File: src/rtl/inst_fetch_unit.sv
// Instruction fetch controller: PC write port, memory request/ack, decode valid/ready, redirects.
// Optional misaligned-PC trap: define IFU_MISALIGN_TRAP_EN.
module inst_fetch_unit #(
    parameter int RESET_SEED_CYCLES = 1
) (
    input  logic        CLK,
    input  logic        Reset,
    input  logic [31:0] currentAddress,
    output logic        PCWre,
    output logic [31:0] newAddress,
    output logic        mem_req,
    output logic [31:0] mem_addr,
    input  logic        mem_ack,
    input  logic [31:0] mem_rdata,
    output logic        inst_valid,
    input  logic        inst_ready,
    output logic [31:0] inst_out,
    output logic [31:0] inst_pc,
    input  logic        redirect,
    input  logic [31:0] redirect_addr,
    output logic        fetch_fault
);

    // state | meaning
    // IDLE  | post-reset wait before sampling currentAddress
    // REQ   | memory read outstanding
    // KILL  | outstanding read will be discarded, then fetch pending target
    // HOLD  | instruction presented to decode
    // FAULT | misaligned PC trapped (trap build only)
    typedef enum logic [2:0] {
        IDLE,
        REQ,
        KILL,
        HOLD
`ifdef IFU_MISALIGN_TRAP_EN
        , FAULT
`endif
    } state_t;

    localparam logic [1:0] SEED_LOAD = 2'(RESET_SEED_CYCLES - 1);

    state_t      state, state_nxt;
    logic [1:0]  seed_cnt;
    logic [31:0] pend_addr;
    logic [31:0] tgt;
    logic [31:0] start_addr;
    logic        misaligned;
    logic        unused_bits;

    assign tgt         = {redirect_addr[31:2], 2'b00};
    assign start_addr  = {currentAddress[31:2], 2'b00};
    assign unused_bits = ^{redirect_addr[1:0]};
`ifdef IFU_MISALIGN_TRAP_EN
    assign misaligned  = (currentAddress[1:0] != 2'b00);
`else
    assign misaligned  = 1'b0;
`endif

    always_ff @(posedge CLK) begin
        if (Reset) state <= IDLE;
        else       state <= state_nxt;
    end

    always_comb begin
        state_nxt = state;
        case (state)
            IDLE: if (seed_cnt == 2'd0) begin
`ifdef IFU_MISALIGN_TRAP_EN
                state_nxt = misaligned ? FAULT : REQ;
`else
                state_nxt = REQ;
`endif
            end
            REQ: begin
                if (redirect)     state_nxt = mem_ack ? REQ : KILL;
                else if (mem_ack) state_nxt = HOLD;
            end
            HOLD: if (redirect || (inst_valid && inst_ready)) state_nxt = REQ;
            KILL: if (mem_ack) state_nxt = REQ;
`ifdef IFU_MISALIGN_TRAP_EN
            FAULT: if (redirect) state_nxt = REQ;
`endif
            default: state_nxt = IDLE;
        endcase
    end

    always_comb begin
        mem_req = (state == REQ) || (state == KILL);
    end

    always_ff @(posedge CLK) begin
        if (Reset) begin
            seed_cnt    <= SEED_LOAD;
            pend_addr   <= '0;
            mem_addr    <= '0;
            PCWre       <= 1'b0;
            newAddress  <= '0;
            inst_valid  <= 1'b0;
            inst_out    <= '0;
            inst_pc     <= '0;
            fetch_fault <= 1'b0;
        end else begin
            PCWre <= 1'b0;
            case (state)
                IDLE: begin
                    if (seed_cnt != 2'd0) seed_cnt <= seed_cnt - 2'd1;
                    else if (misaligned)  fetch_fault <= 1'b1;
                    else                  mem_addr <= start_addr;
                end
                REQ: begin
                    if (redirect) begin
                        PCWre      <= 1'b1;
                        newAddress <= tgt;
                        inst_valid <= 1'b0;
                        if (mem_ack) mem_addr  <= tgt;
                        else         pend_addr <= tgt;
                    end else if (mem_ack) begin
                        inst_out   <= mem_rdata;
                        inst_pc    <= mem_addr;
                        inst_valid <= 1'b1;
                        PCWre      <= 1'b1;
                        newAddress <= mem_addr + 32'd4;
                    end
                end
                HOLD: begin
                    if (redirect) begin
                        PCWre      <= 1'b1;
                        newAddress <= tgt;
                        inst_valid <= 1'b0;
                        mem_addr   <= tgt;
                    end else if (inst_valid && inst_ready) begin
                        inst_valid <= 1'b0;
                        mem_addr   <= inst_pc + 32'd4;
                    end
                end
                KILL: begin
                    // newest redirect target wins over the stored one
                    if (redirect) begin
                        PCWre      <= 1'b1;
                        newAddress <= tgt;
                        inst_valid <= 1'b0;
                        if (mem_ack) mem_addr  <= tgt;
                        else         pend_addr <= tgt;
                    end else if (mem_ack) begin
                        mem_addr <= pend_addr;
                    end
                end
`ifdef IFU_MISALIGN_TRAP_EN
                FAULT: if (redirect) begin
                    fetch_fault <= 1'b0;
                    PCWre       <= 1'b1;
                    newAddress  <= tgt;
                    mem_addr    <= tgt;
                end
`endif
                default: ;
            endcase
        end
    end

endmodule

File: config.mk
export PLATFORM = sky130hd
export DESIGN_NAME = inst_fetch_unit
export DESIGN_NICKNAME = d
export VERILOG_FILES = /design/src/rtl/inst_fetch_unit.sv
export SDC_FILE = /design/constraint.sdc
export NUM_CORES = 1
export LEC_CHECK = 0
export CAP_MARGIN = 0
export CORE_ASPECT_RATIO = 0.8
export CORE_MARGIN = 2
export CORE_UTILIZATION = 53
export CTS_CLUSTER_DIAMETER = 150
export DETAILED_ROUTE_END_ITERATION = 8
export HOLD_SLACK_MARGIN = 0.1
export PLACE_DENSITY = 0.95
export RECOVER_POWER = 50
export SYNTH_ARGS = -nofsm -noshare
export SYNTH_HDL_FRONTEND = slang
export SYNTH_SLANG_ARGS = --single-unit
export TNS_END_PERCENT = 10
File: constraint.sdc
create_clock -name CLK -period 4.7 [get_ports CLK]
set_input_delay 0.94 -clock CLK [delete_from_list [all_inputs] [get_ports CLK]]
set_output_delay 0.94 -clock CLK [all_outputs]
set_load 0.1 [all_outputs]
; ---- Word-level counts from Yosys, hierarchy flattened
; Cells that the tools add are included.
[totals]
ff_bits = 165
in_bits = 101
output_inout_bits = 132
wordCells = 74
[classes]
addsub = 3
n_eq_ne = 13
n_mux = 29
bitwise = 2
n_reduce_logical = 18
[op_table]
columns = operator, count
row1 = 32-bit 2-to-1 mux, 10
row2 = 32-bit case mux with 4 select lines, 1
row3 = 32-bit by 3-bit adder with 32-bit output (second input constant), 2
row4 = 32-bit case mux with 2 select lines, 1
row5 = 3-bit 2-to-1 mux, 5
row6 = 2-bit != test (second input constant), 6
row7 = 3-bit case mux with 4 select lines, 1
row8 = 3-bit != test (second input constant), 3
row9 = 3-bit AND reduction, 3
row10 = 1-bit 2-to-1 mux, 8
row11 = 4-bit AND reduction, 2
row12 = 3-bit by 2-bit equality test with 1-bit output (second input constant), 2
row13 = 5-bit AND reduction, 1
row14 = 2-bit nonzero test, 2
row15 = 4-bit nonzero test, 1
row16 = 2-bit OR reduction, 2
row17 = 3-bit by 1-bit equality test with 1-bit output (second input constant), 1
row18 = 3-bit zero test, 1
row19 = 1-bit case mux with 3 select lines, 1
row20 = 3-bit nonzero test, 1
row21 = 2-bit zero test, 1
row22 = 1-bit logical OR, 2
row23 = 2-bit 2-to-1 mux, 1
row24 = 2-bit by 1-bit != test with 1-bit output (second input constant), 1
row25 = 5 further kinds, 6

; ---- Depth between registers and ports, before layout
[logic_depth]
depth_word = 4
mapped_depth = 9
mapped_depth_nobuf = 7

; ---- Least setup slack after synthesis
; OpenSTA, ideal clock, no wires.
[synth_path]
path_kind = reg-to-reg
startpoint = reg mem_addr[7]
endpoint = reg newAddress[13]
setup_time_ns = 0.070
arrival_ns = 2.776
setup_slack_ns = 1.854
path_stages_with_launch = 8
n_path_buf = 2
cell_sequence = dfxtp_1 > buf_2 > nand4_2 > or4_1 > buf_2 > or3_1 > a311o_1 > a21oi_1
[synth_via]
elab_chain_len = 4
[synth_lines]
columns = element, line_no
row1 = "start, declared", 12  ; output logic [31:0] mem_addr,
row2 = "start signal, assigned", 108  ; else mem_addr <= start_addr;
row3 = "start signal, assigned", 115  ; if (mem_ack) mem_addr <= tgt;
row4 = "start signal, assigned", 130  ; mem_addr <= tgt;
row5 = 32-bit by 3-bit adder with 32-bit output, 122  ; newAddress <= mem_addr + 32'd4;
row6 = 32-bit 2-to-1 mux, 117  ; end else if (mem_ack) begin
row7 = 32-bit 2-to-1 mux, 111  ; if (redirect) begin
row8 = 32-bit case mux with 2 select lines, 104  ; case (state)
row9 = "end signal, assigned", 113  ; newAddress <= tgt;
row10 = "end signal, assigned", 122
row11 = "end signal, assigned", 128  ; newAddress <= tgt;
row12 = "end, declared", 10  ; output logic [31:0] newAddress,
; No other way between the ends. The select of a mux whose other input is x is not followed.
; A chain may end at the register's enable or synchronous reset.

; ---- Final worst setup path
[layout_path]
startpoint = in redirect
endpoint = reg mem_addr[7]
[layout_via]
elab_chain_len = 2
word_cells_on_any_way = 7
[layout_lines]
columns = element, line_no
row1 = "start, declared", 19  ; input logic redirect,
row2 = 3-bit != test (no line) (tied with other cells), -
row3 = 5-bit AND reduction (no line) / 32-bit case mux with 4 select lines (equally long branches), -
; Several ways; a longest one is shown, not always the timed one.

==> impl_metrics.ini <==
[setup_path]
cpMostUsedCell = clkbuf_1
critPathMaxFanout = 17
criticalPathCategory = in2reg
slowest_stage = dlygate4sd3_1
path_buf_inv = 4
cp.depth = 8
critPathRequiredTime_ns = 5.08
end_kind = flop
arrival_ns = 4.37
critPathMaxStageDelay_ns = 0.83
cp_top_family = buffers and inverters
worstRegToRegCells = 8
path_cells = dlygate4sd3_1 > clkbuf_1 > inv_1 > o21ai_0 > clkbuf_1 > a221oi_1 > a2111oi_0 > a31o_2
startpoint_type = input port

[synthesis]
synthMuxAreaShare = 0.0109
netlist_area_sq_um = 8700
yosys_most_used_dff = dfxtp_1
ys_seq_area_frac = 0.377
synthAdderAreaFrac = 0.0129
synth_top_family_by_area = simple AND/OR/NAND/NOR gates
ys_warn_count = 0
synth_edf_count = 0
synth_compound_area_frac = 0.240
synth_cell_type_count = 60
avgSynthCellArea_sq_um = 7.53
ys_ff_latch = 164
syn-num-nets = 1266
async_reset_ff_frac = 0
synth-simple-area-share = 0.267
synth_xor_area_frac = 0.0373
postSynthCellCount = 1156

[clock_network]
cts_resized = 0
cts_tree = done
cts_hold_buf = 0
cts_root_buf = clkbuf_16
cts_setup_buffers = 0
cts_buffer_depth = 2
numCtsBuffers = 17
clk_latency_ns = 0.43
clk_pin_slew_ns = 0.07
h-tree-depth = 4
cts_sinks = 164

[floorplan]
core_region_area_sq_um = 15900
fp.dieW_um = 147
rows = 41
start_util = 0.547
die_h_um = 119
top_level_ports = 233
dieArea_sq_um = 17500

[final_layout]
syn2layout_area_growth_pct = 34.0
fin_nets = 1437
drive_above_1_share = 0.0560
fillers = 1181
fin_area_sq_um = 11700

[pwr]
power.density_nw_per_um2 = 666
p_total_mw = 7.77
p_leak_nw = 4.14
max-vdd-ir-drop_v = 0.000429

[placement]
place_ws_ns = 1.11
gp_congestion = 0.969
numPortBuffers = 227
dp.final_hpwl_um = 22700
placed_area_sq_um = 11100

[timing]
finalCritPeriodShare = 0.850
worst_hold_slack_ns = 0.449
fin_tns_setup_ns = 0
worst_slew_pin_slew_ns = 2.12
fmaxAchievable_mhz = 250
slew_headroom = -0.413
fin_ws_ns = 0.707
rsz0062_at_grt = false
hold_violations = 0
slew_viol_final = 43
min_period_ns = 3.99
skew_ns = 0.00761
setup_viol = 0

[routing]
vias = 10200
wl_per_cell_um = 21.0
viasPerCell = 6.58
firstDrtPassIters = 8
routed_wl_um = 32600
drc_errors = 0
first_iter_violations = 1437
ant_nets = 0

[outcome]
violations = capacitance limit, slew limit
status = complete, but fails checks

[global_route]
grt_use_total = 0.361
grt.busiest_layer = met2
grt_pass1_vias = 9227
grt_max_degree = 72
grt_pass1_wl_um = 50100
grt_overflow = 0
met2_usage = 0.544
met3_usage = 0.114
antenna_found_initial = 0
grtUsageMet1 = 0.467

[min_path]
holdCritPathClass = reg2reg
whs_path_depth = 2

[job]
drv_cap = 1
-- cell usage after synthesis (all sizes together) (5+ instances only) --
cell type | n | area [sq um]
a211oi | 8 | 60.1
a21oi | 137 | 686
a221oi | 11 | 96.3
and4 | 6 | 52.6
nand2b | 16 | 100
nor2 | 45 | 169
a32oi | 9 | 78.8
ha | 9 | 113
o31a | 8 | 70.1
xnor2 | 24 | 210
a221o | 24 | 240
clkbuf | 95 | 358
dfxtp | 164 | 3280
a31oi | 9 | 56.3
o22ai | 9 | 56.3
nand3 | 49 | 245
nand2 | 259 | 972
nor4 | 16 | 106
nand4 | 26 | 184
inv | 21 | 78.8
buf | 7 | 35.0
mux2i | 5 | 50.1
o211ai | 16 | 120
o32ai | 10 | 87.6
or3 | 8 | 50.1
a211o | 15 | 131
nor2b | 21 | 131
or4 | 7 | 52.6
a31o | 8 | 70.1
xor2 | 13 | 114
nor3 | 36 | 180
o21ai | 22 | 110
-- report_power, final --
| group | switching (mW) | total, mW | internal [mW] | leakage, nW |
|---|---|---|---|---|
| clock network | 0.617 | 1.46 | 0.840 | 0.286 |
| logic | 3.12 | 4.28 | 1.16 | 2.51 |
| registers | 0.370 | 2.03 | 1.66 | 1.34 |
-- cells in the final DEF (no fill, tap or decap), drive strengths merged, types with 5 or more instances in the layout --
master / synthesis / layout
a31o: 8 / 8
clkdlybuf4s50: 0 / 146
nand3: 49 / 49
nand2b: 16 / 16
a21oi: 137 / 137
nor2: 45 / 45
o211ai: 16 / 16
xnor2: 24 / 24
a221o: 24 / 24
nand4: 26 / 26
a211oi: 8 / 8
o31a: 8 / 8
or3: 8 / 8
mux2i: 5 / 5
a32oi: 9 / 9
o22ai: 9 / 9
nor4: 16 / 16
ha: 9 / 9
dlygate4sd3: 0 / 80
inv: 21 / 23
and4: 6 / 6
a221oi: 11 / 11
nor2b: 21 / 21
buf: 7 / 22
o32ai: 10 / 10
clkbuf: 95 / 23
xor2: 13 / 13
a31oi: 9 / 9
o21ai: 22 / 22
dfxtp: 164 / 164
nor3: 36 / 36
a211o: 15 / 15
clkinv: 0 / 6
nand2: 259 / 259
or4: 7 / 7
-- metrics by stage --
| step | utilization | cells |
|---|---|---|
| 6_report | 0.733 | 1556 |
| 5_1_grt | 0.733 | 1555 |
| 4_1_cts | 0.735 | 1555 |
| 3_5_place_dp | 0.696 | 1523 |
| 3_3_place_gp | 0.696 | 1523 |
| 2_1_floorplan | - | 1156 |
-- worst paths after layout --
path | from | to | slack (ns)
hold / removal | inst_out[2] | inst_out[2] | 0.45
setup / recovery | redirect | mem_addr[7] | 0.71
setup reg to reg | state[0] | mem_addr[7] | 1.60
hold reg to reg | inst_out[2] | inst_out[2] | 0.45
-- per-layer routing --
layer / up-vias / wire, um
li1: 4505 / -
met3: 165 / 4350
met2: 839 / 14300
met1: 4736 / 12100
met4: 0 / 1860
met5: - / 0
-- sequential cells by signal, summed over array words and instances (netlist names) --
name / flops
state: 2
PCWre: 1
newAddress: 32
inst_out: 32
inst_pc: 32
inst_valid: 1
mem_addr: 32
seed_cnt: 2
pend_addr: 30
-- layout make-up --
type / count / area, sq um / area share
diodes: 1 / 2.50 / 0.000215
well taps: 215 / 269 / 0.0231
multi-input cells: 869 / 4970 / 0.426
repair buffers: 254 / 2450 / 0.210
clock inverters: 15 / 183 / 0.0157
flip-flops and latches: 164 / 3280 / 0.282
inverters: 21 / 78.8 / 0.00676
clock buffers: 17 / 425 / 0.0365
-- worst register-to-register path, stage by stage, from the launching register on --
cell and delay [ns]:
dfxtp_1 0.38, inv_1 0.15, ha_1 0.43, a21oi_1 0.13
o21ai_0 0.28, clkbuf_1 0.77, a221oi_1 0.26, a2111oi_0 0.48
a31o_2 0.18
-- cell families after synthesis --
| group | Yosys count |
|---|---|
| multiplexers | 9 |
| AO/OA/AOI/OAI | 313 |
| AND/OR/NAND/NOR | 500 |
| adder cells (fa/ha/maj) | 9 |
| XOR/XNOR | 37 |
| buffers and inverters | 123 |
| flip-flops | 164 |
| other | 1 |
No activity file was read; power rests on OpenSTA's default activity.
